$ cat config.mk
export PLATFORM = sky130hd
export DESIGN_NAME = multicycle_control
export DESIGN_NICKNAME = d
export VERILOG_FILES = /design/src/rtl/multicycle_control.sv
export SDC_FILE = /design/constraint.sdc
export NUM_CORES = 1
export LEC_CHECK = 0
export CAP_MARGIN = 40
export CORE_UTILIZATION = 38
export CTS_CLUSTER_SIZE = 20
export DETAILED_ROUTE_END_ITERATION = 6
export PLACE_DENSITY = 0.77
export SLEW_MARGIN = 20
export SYNTH_ARGS = -nofsm -noshare
export SYNTH_HDL_FRONTEND = slang
export SYNTH_SLANG_ARGS = --single-unit
$ cat constraint.sdc
create_clock -name clk -period 2.7 [get_ports clk]
set_input_delay 0.54 -clock clk [delete_from_list [all_inputs] [get_ports clk]]
set_output_delay 0.54 -clock clk [all_outputs]
set_load 0.01 [all_outputs]
$ cat src/rtl/multicycle_control.sv
// ============================================================================
// Module      : multicycle_control
// Description : Multicycle LEGv8-subset control FSM with retired-instruction count.
// Revision    : 1.0 - initial release
// ============================================================================
`default_nettype none

module multicycle_control (
  input  logic        clk,
  input  logic        reset,
  input  logic [10:0] instr_op,
  input  logic        zero,
  input  logic        mem_ready,
  output logic        pc_write,
  output logic        ir_write,
  output logic        reg_write,
  output logic        mem_read,
  output logic        mem_write,
  output logic        i_or_d,
  output logic        alu_src_a,
  output logic [1:0]  alu_src_b,
  output logic [1:0]  alu_op,
  output logic        mem_to_reg,
  output logic        pc_src,
  output logic        reg2loc,
  output logic        illegal,
  output logic [3:0]  state,
  output logic [31:0] retired
);

  localparam logic [3:0] FETCH    = 4'd0;
  localparam logic [3:0] DECODE   = 4'd1;
  localparam logic [3:0] MEM_ADDR = 4'd2;
  localparam logic [3:0] MEM_RD   = 4'd3;
  localparam logic [3:0] LD_WB    = 4'd4;
  localparam logic [3:0] MEM_WR   = 4'd5;
  localparam logic [3:0] EXEC_R   = 4'd6;
  localparam logic [3:0] EXEC_I   = 4'd7;
  localparam logic [3:0] ALU_WB   = 4'd8;
  localparam logic [3:0] BRANCH   = 4'd9;
  localparam logic [3:0] HALT     = 4'd10;

  logic [3:0]  state_q;
  logic [3:0]  state_d;
  logic [31:0] retired_q;
  logic        is_ldur;
  logic        is_stur;
  logic        is_cbz;
  logic        is_imm;
  logic        is_rtype;
  logic        retire_now;
  logic        pc_write_raw;
  logic        ir_write_raw;
  logic        reg_write_raw;
  logic        mem_read_raw;
  logic        mem_write_raw;

  assign is_ldur  = (instr_op == 11'b11111000010);
  assign is_stur  = (instr_op == 11'b11111000000);
  assign is_cbz   = (instr_op[10:3] == 8'b10110100);
  assign is_imm   = (instr_op[10:1] == 10'b1001000100) || (instr_op[10:1] == 10'b1101000100);
  assign is_rtype = (instr_op == 11'b10001011000) || (instr_op == 11'b11001011000) ||
                    (instr_op == 11'b10001010000) || (instr_op == 11'b10101010000);

  always_comb begin
    state_d = state_q;
    case (state_q)
      FETCH:    if (mem_ready) state_d = DECODE;
      DECODE: begin
        if (is_ldur || is_stur) state_d = MEM_ADDR;
        else if (is_cbz)        state_d = BRANCH;
        else if (is_imm)        state_d = EXEC_I;
        else if (is_rtype)      state_d = EXEC_R;
        else                    state_d = HALT;
      end
      MEM_ADDR: state_d = is_ldur ? MEM_RD : MEM_WR;
      MEM_RD:   if (mem_ready) state_d = LD_WB;
      MEM_WR:   if (mem_ready) state_d = FETCH;
      EXEC_R:   state_d = ALU_WB;
      EXEC_I:   state_d = ALU_WB;
      LD_WB:    state_d = FETCH;
      ALU_WB:   state_d = FETCH;
      BRANCH:   state_d = FETCH;
      HALT:     state_d = HALT;
      default:  state_d = HALT;
    endcase
  end

  // An instruction completes on every transition back into FETCH except out of HALT.
  assign retire_now = (state_q == LD_WB) || (state_q == ALU_WB) || (state_q == BRANCH) ||
                      ((state_q == MEM_WR) && mem_ready);

  always_ff @(posedge clk) begin
    if (reset) begin
      state_q   <= FETCH;
      retired_q <= 32'd0;
    end else begin
      state_q <= state_d;
      if (retire_now) retired_q <= retired_q + 32'd1;
    end
  end

  always_comb begin
    pc_write_raw  = 1'b0;
    ir_write_raw  = 1'b0;
    reg_write_raw = 1'b0;
    mem_read_raw  = 1'b0;
    mem_write_raw = 1'b0;
    i_or_d        = 1'b0;
    alu_src_a     = 1'b0;
    alu_src_b     = 2'b00;
    alu_op        = 2'b00;
    mem_to_reg    = 1'b0;
    pc_src        = 1'b0;
    case (state_q)
      FETCH: begin
        mem_read_raw = 1'b1;
        alu_src_b    = 2'b01;
        pc_write_raw = mem_ready;
        ir_write_raw = mem_ready;
      end
      MEM_ADDR: begin
        alu_src_a = 1'b1;
        alu_src_b = 2'b10;
      end
      MEM_RD: begin
        mem_read_raw = 1'b1;
        i_or_d       = 1'b1;
      end
      LD_WB: begin
        reg_write_raw = 1'b1;
        mem_to_reg    = 1'b1;
      end
      MEM_WR: begin
        mem_write_raw = 1'b1;
        i_or_d        = 1'b1;
      end
      EXEC_R: begin
        alu_src_a = 1'b1;
        alu_op    = 2'b10;
      end
      EXEC_I: begin
        alu_src_a = 1'b1;
        alu_src_b = 2'b10;
        alu_op    = 2'b10;
      end
      ALU_WB:   reg_write_raw = 1'b1;
      BRANCH: begin
        alu_src_a    = 1'b1;
        alu_op       = 2'b01;
        pc_src       = 1'b1;
        pc_write_raw = zero;
      end
      default: ;
    endcase
  end

  // Strobes are gated by reset so an abandoned instruction never writes anything.
  assign pc_write  = pc_write_raw  & ~reset;
  assign ir_write  = ir_write_raw  & ~reset;
  assign reg_write = reg_write_raw & ~reset;
  assign mem_read  = mem_read_raw  & ~reset;
  assign mem_write = mem_write_raw & ~reset;

  assign reg2loc = (state_q != FETCH) && (is_stur || is_cbz);
  assign illegal = (state_q == HALT);
  assign state   = state_q;
  assign retired = retired_q;

endmodule

`default_nettype wire

== After elaboration in Yosys (flattened, before gate mapping) ==
Cells that the tools add are included.

* Word-level logic and storage cells: 72
* Flip-flop bits (word level): 36
* Input port bits: 15
* Output and inout bits: 51

* Reduce and logical (&&, ||, !) cells: 21
* Eq/ne operators: 22
* Muxes and demuxes: 20
* Add/sub/neg operators: 1
* Bitwise gates (word level): 6

{| class="wikitable"
|+ Operators with widths
! cell !! number
|-
| $eq 11x11->1 const B || 6
|-
| $add 32x1->32 const B || 1
|-
| $mux 4 || 7
|-
| $pmux 4 s7 || 1
|-
| $eq 10x10->1 const B || 2
|-
| $eq 4x3->1 const B || 4
|-
| $eq 4x4->1 const B || 3
|-
| $reduce_or 2->1 || 5
|-
| $logic_or 1x1->1 || 9
|-
| $eq 4x2->1 const B || 2
|-
| $eq 8x8->1 const B || 1
|-
| $mux 1 || 8
|-
| $pmux 2 s2 || 2
|-
| $ne 2x2->1 const B || 3
|-
| $and 1x1->1 || 5
|-
| $eq 4x1->1 const B || 1
|-
| $logic_not 4->1 || 1
|-
| $reduce_bool 4->1 || 1
|-
| $reduce_or 4->1 || 1
|-
| $mux 3 || 1
|-
| $reduce_and 3->1 || 1
|-
| $reduce_or 3->1 || 1
|-
| $logic_and 1x1->1 || 2
|-
| $pmux 1 s2 || 1
|-
| $not 1->1 || 1
|}

== Logic depth before layout (Yosys ltp) ==
* Word-level depth: 9
* Depth in mapped cells: 7
* Mapped depth without buffers: 4

== Worst setup path after synthesis ==
Ideal clock, no wire load.

* Kind: reg-to-output
* From: reg state_q[2], in the netlist state[2]
* To: out reg_write
* Path buffers: 1
* Required time: 2160 ps
* Stages on the path, launching flop included: 4
* Arrival: 1529 ps
* Path slack: 631 ps
* Cells stage by stage: dfxtp_1 -> clkbuf_1 -> nand2b_1 -> a2111oi_0

* Cells in the longest elaborated chain, start to end: 4
* Elaborated cells between the ends (all ways): 5
* Those cells by class: 2 x eq/ne; 1 x mux; 1 x bitwise; 1 x reduce/logical

{| class="wikitable"
|+ RTL lines
! element !! RTL line !! text
|-
| start: declaration || 43 || <nowiki>logic [3:0] state_q;</nowiki>
|-
| start signal: assignment || 98 || <nowiki>state_q <= state_d;</nowiki>
|-
| $eq 4x3->1 / $eq 4x4->1 (equally long branches) || 115 || <nowiki>case (state_q)</nowiki>
|-
| $reduce_or 2->1 (no line) (*) || n/a ||
|-
| $mux 1 (*) || 115 ||
|-
| $and 1x1->1 (*) || 161 || <nowiki>assign reg_write = reg_write_raw & ~reset;</nowiki>
|-
| end: declaration || 16 || <nowiki>output logic reg_write,</nowiki>
|}

Every way passes the cells marked *; elsewhere a longest branch is shown, timed or not.

== Final worst setup path ==
* From: in instr_op[5]
* To: out reg2loc

* Cells in the longest elaborated chain, start to end: 3
* Elaborated cells between the ends (all ways): 4
* Those cells by class: 2 x eq/ne; 2 x reduce/logical

{| class="wikitable"
|+ RTL lines
! element !! RTL line !! text
|-
| start: declaration || 11 || <nowiki>input logic [10:0] instr_op,</nowiki>
|-
| $eq 11x11->1 / $eq 8x8->1 (equally long branches) || 59, 60 ||
|-
| $logic_or 1x1->1 (*) || 165 || <nowiki>assign reg2loc = (state_q != FETCH) && (is_stur || is_cbz);</nowiki>
|-
| $logic_and 1x1->1 (*) || 165 ||
|-
| end: declaration || 25 || <nowiki>output logic reg2loc,</nowiki>
|}

Marked as above.

==> results.md <==
- Number of ports placed on the die boundary: 66
- DRC violation total after the first TritonRoute iteration: 171
- Total clock buffers created by CTS: 5
- Worst hold-check path type: reg -> reg
- Effective utilization at floorplan: 0.402
- First-pass GRT wire length: 9.77 mm
- Post-synthesis cell type with the largest combined area: sky130_fd_sc_hd__dfxtp_1
- Longest Clk Path Bufs: 2
- Max Cap Violations: 0
- Arrival time of data at the critical path endpoint: 2040 ps
- Max IR drop VDD: 253 uV
- Standard cell with the maximum stage delay on the critical path: sky130_fd_sc_hd__clkdlybuf4s50_1
- Worst-case clock skew: 4.58 ps
- Power per cell area: 454 nW/um2
- Insertion delay of the later-clocked pin in the worst-skew pair: 290 ps
- Die footprint: 6280 um2
- Data required time of the critical path: 2160 ps
- Met3 Resource Use GR: 0.0425
- Maximum cell stage delay along the critical path: 470 ps
- Pin count of the biggest net entering global routing: 57
- Antenna Nets Post-Route: 0
- Leakage: 0.00110 uW
- Critical path class: in -> out
- CTS tree: yes
- Net total in the final layout: 366
- Cell breakdown of the critical path: clkdlybuf4s50_1 > nor4b_2 > a32oi_1 > nor3b_1 > dlygate4sd2_1
- Peak Freq: 388 MHz
- Area share of the largest cell type after synthesis: 0.318
- Post-route clock period utilization: 0.955
- Final worst slack: 121 ps
- Routed vias/inst: 5.65
- CTS Root Cell: sky130_fd_sc_hd__clkbuf_8
- Quantity of I/O buffers inserted on ports: 65
- Worst-path clk slew: 70 ps
- Count of final max-slew check failures: 0
- Synthesized Nets: 301
- Met1 routing resource usage after global routing: 0.250
- Placeable core region: 5640 um2
- Worst slew margin: 0.647
- Number of antenna violations at the first check in global routing: 0
- Final weighted congestion in routability-driven placement: 0.827
- Sequential cell area fraction in the yosys report: 0.318
- Worst-path maximum fanout: 3
- Overall routing resource usage: 0.194
- Total vias in the final route: 2,392
- Min Tclk post-route: 2580 ps
- Detailed Routing Iterations Pass 1: 4
- Status: finished clean
- Wire length after detailed routing: 5.81 mm
- RSZ-0062 raised after global routing: no
- Count of endpoints failing hold in the final timing report: 0
- Count of yosys warnings during synthesis: 0
- Antenna Diode Count: 0
- Post-route worst hold slack: 496 ps
- Share of final-layout standard cells stronger than drive strength 1: 0.162
- Vertical die dimension: 79.2 um
- Hold-fix buffers at CTS: 0
- Die outline width: 79.2 um
- Leading post-synthesis cells by cell area: sky130_fd_sc_hd__dfxtp_1 32%, sky130_fd_sc_hd__mux2_2 11%, sky130_fd_sc_hd__nor2b_1 7.2%
- Post-route core utilization: 0.561
- Number of core rows: 27
- Crit. End Element: output port
- Syn Area/Cell: 7.95 um2
- Most crowded layer after global routing: met2
- Via count of the first global-routing pass: 2,114
- Total of endpoints with negative setup slack in the final report: 0
- Clock Sink Count: 36
- Number of H-tree levels: 2
- Design Power: 1440 uW
- Gate Count Post-Synth: 285
- Post-Place Setup Slack: -236 ps
- Post-Syn Area: 2270 um2
- Number of DRC violations after detailed routing: 0
- Routed length per placed instance: 13.7 um
- Sum of negative setup slack: 0 ps
- Number of synthesized register bits: 36
- Total grt overflow: 0
- Startpoint type of the worst setup path: input port
- Measured slew at the worst slew-check pin: 530 ps
- Post-synth cell types: 45
- Met2 Use GR: 0.320
- Layout overhead on the synthesized area: 39.6%
- Placed wire-length estimate: 4.08 mm
## placed cells by master, fill, tap and decap left out, types with 2 or more instances in the layout
cell | netlist | routed
sky130_fd_sc_hd__nor4b_1 | 3 | 2
sky130_fd_sc_hd__nand4_1 | 8 | 8
sky130_fd_sc_hd__inv_1 | 6 | 6
sky130_fd_sc_hd__o21ai_0 | 8 | 8
sky130_fd_sc_hd__nand2b_1 | 6 | 6
sky130_fd_sc_hd__nor2b_1 | 26 | 26
sky130_fd_sc_hd__buf_4 | 1 | 15
sky130_fd_sc_hd__nor3_1 | 7 | 7
sky130_fd_sc_hd__nand2_1 | 17 | 17
sky130_fd_sc_hd__mux2_2 | 22 | 22
sky130_fd_sc_hd__and3_1 | 2 | 2
sky130_fd_sc_hd__o2bb2ai_1 | 2 | 2
sky130_fd_sc_hd__and4_1 | 4 | 4
sky130_fd_sc_hd__a21oi_1 | 12 | 12
sky130_fd_sc_hd__dfxtp_1 | 36 | 34
sky130_fd_sc_hd__a41oi_1 | 4 | 4
sky130_fd_sc_hd__clkdlybuf4s50_1 | 0 | 63
sky130_fd_sc_hd__or3_1 | 3 | 3
sky130_fd_sc_hd__nand3_1 | 9 | 9
sky130_fd_sc_hd__o31ai_1 | 7 | 7
sky130_fd_sc_hd__or4_1 | 7 | 7
sky130_fd_sc_hd__nor4_2 | 1 | 2
sky130_fd_sc_hd__and3b_1 | 2 | 2
sky130_fd_sc_hd__nor2_1 | 31 | 31
sky130_fd_sc_hd__clkbuf_8 | 0 | 5
sky130_fd_sc_hd__nor4_1 | 22 | 21
sky130_fd_sc_hd__dfxtp_2 | 0 | 2
## through the flow
step | std cells | area (um2)
2_1_floorplan | 285 | 2270
3_3_place_gp | 415 | 3040
3_5_place_dp | 415 | 3040
4_1_cts | 423 | 3160
5_1_grt | 423 | 3170
6_report | 423 | 3170
## repair_timing
| item | 4_1_cts | 5_1_grt |
|---|---|---|
| buffers inserted | 0 | 0 |
| pin swaps | 1 | 0 |
| cloned | 0 | 0 |
| setup endpoints to repair | 1 | 3 |
| resized for setup | 3 | 3 |
## where the power goes
part           leakage (uW)  switching [uW]  internal (uW)  total (uW)
sequential         0.000291            35.9            548         584
combinational      0.000752             196            185         381
clock             0.0000552             199            274         473
## synthesized netlist by cell type, drive strengths merged
master / n
dfxtp: 36
nor2: 31
nor2b: 26
nor4: 23
mux2: 22
nand2: 17
clkbuf: 16
a21oi: 12
nand3: 9
or4: 9
nand4: 8
o21ai: 8
buf: 7
nor3: 7
o31ai: 7
inv: 6
nand2b: 6
and4: 5
a41oi: 4
nor4b: 3
or3: 3
and3: 2
and3b: 2
o2bb2ai: 2
a2111oi: 1
a21boi: 1
a21o: 1
a31oi: 1
a32oi: 1
and2: 1
ha: 1
nor3b: 1
nor4bb: 1
o22ai: 1
o41ai: 1
or3b: 1
xnor2: 1
xor2: 1
## cells by family (layout without fill, tap and decap cells)
family	count (synthesis)	after routing	synth area share
AOI/OAI and AO/OA	40	40	0.114
xor gates and xnor gates	2	2	0.00773
adders and majority gates	1	1	0.00552
buffers and inverters	29	95	0.0546
DFF	36	36	0.318
muxes	22	22	0.109
and+or+nand+nor	155	155	0.391
## critical path, delay by kind of cell
family	cells	cell delay, ps
buf+inv	2	750
compound gates	1	190
simple gates	2	550
## final timing paths
path	from	end	slack, ps	depth (start not counted)
max	instr_op[5]	reg2loc	120	5
min	retired[9]	retired[9]	500	2
max reg2reg	retired[11]	retired[31]	580	4
min reg2reg	retired[9]	retired[9]	500	2
## layer usage
layer	part of all wire	vias up
met1	0.46	1124
met3	0.056	11
met2	0.47	83
met5	0	-
li1	-	1174
met4	0.013	0
## flip-flops by register name, summed over array words and instances, names as in the netlist
| signal | flops |
|---|---|
| retired | 32 |
| state | 4 |
## layout make-up
type	instances	area, um2
clock buffer	6	72.6
clock inverter	2	35.0
fill	512	2480
inverter	6	22.5
multi-input combinational	220	1450
sequential	36	723
tap	72	90.1
timing repair buffer	81	777
(Power assumes the default switching activity.)
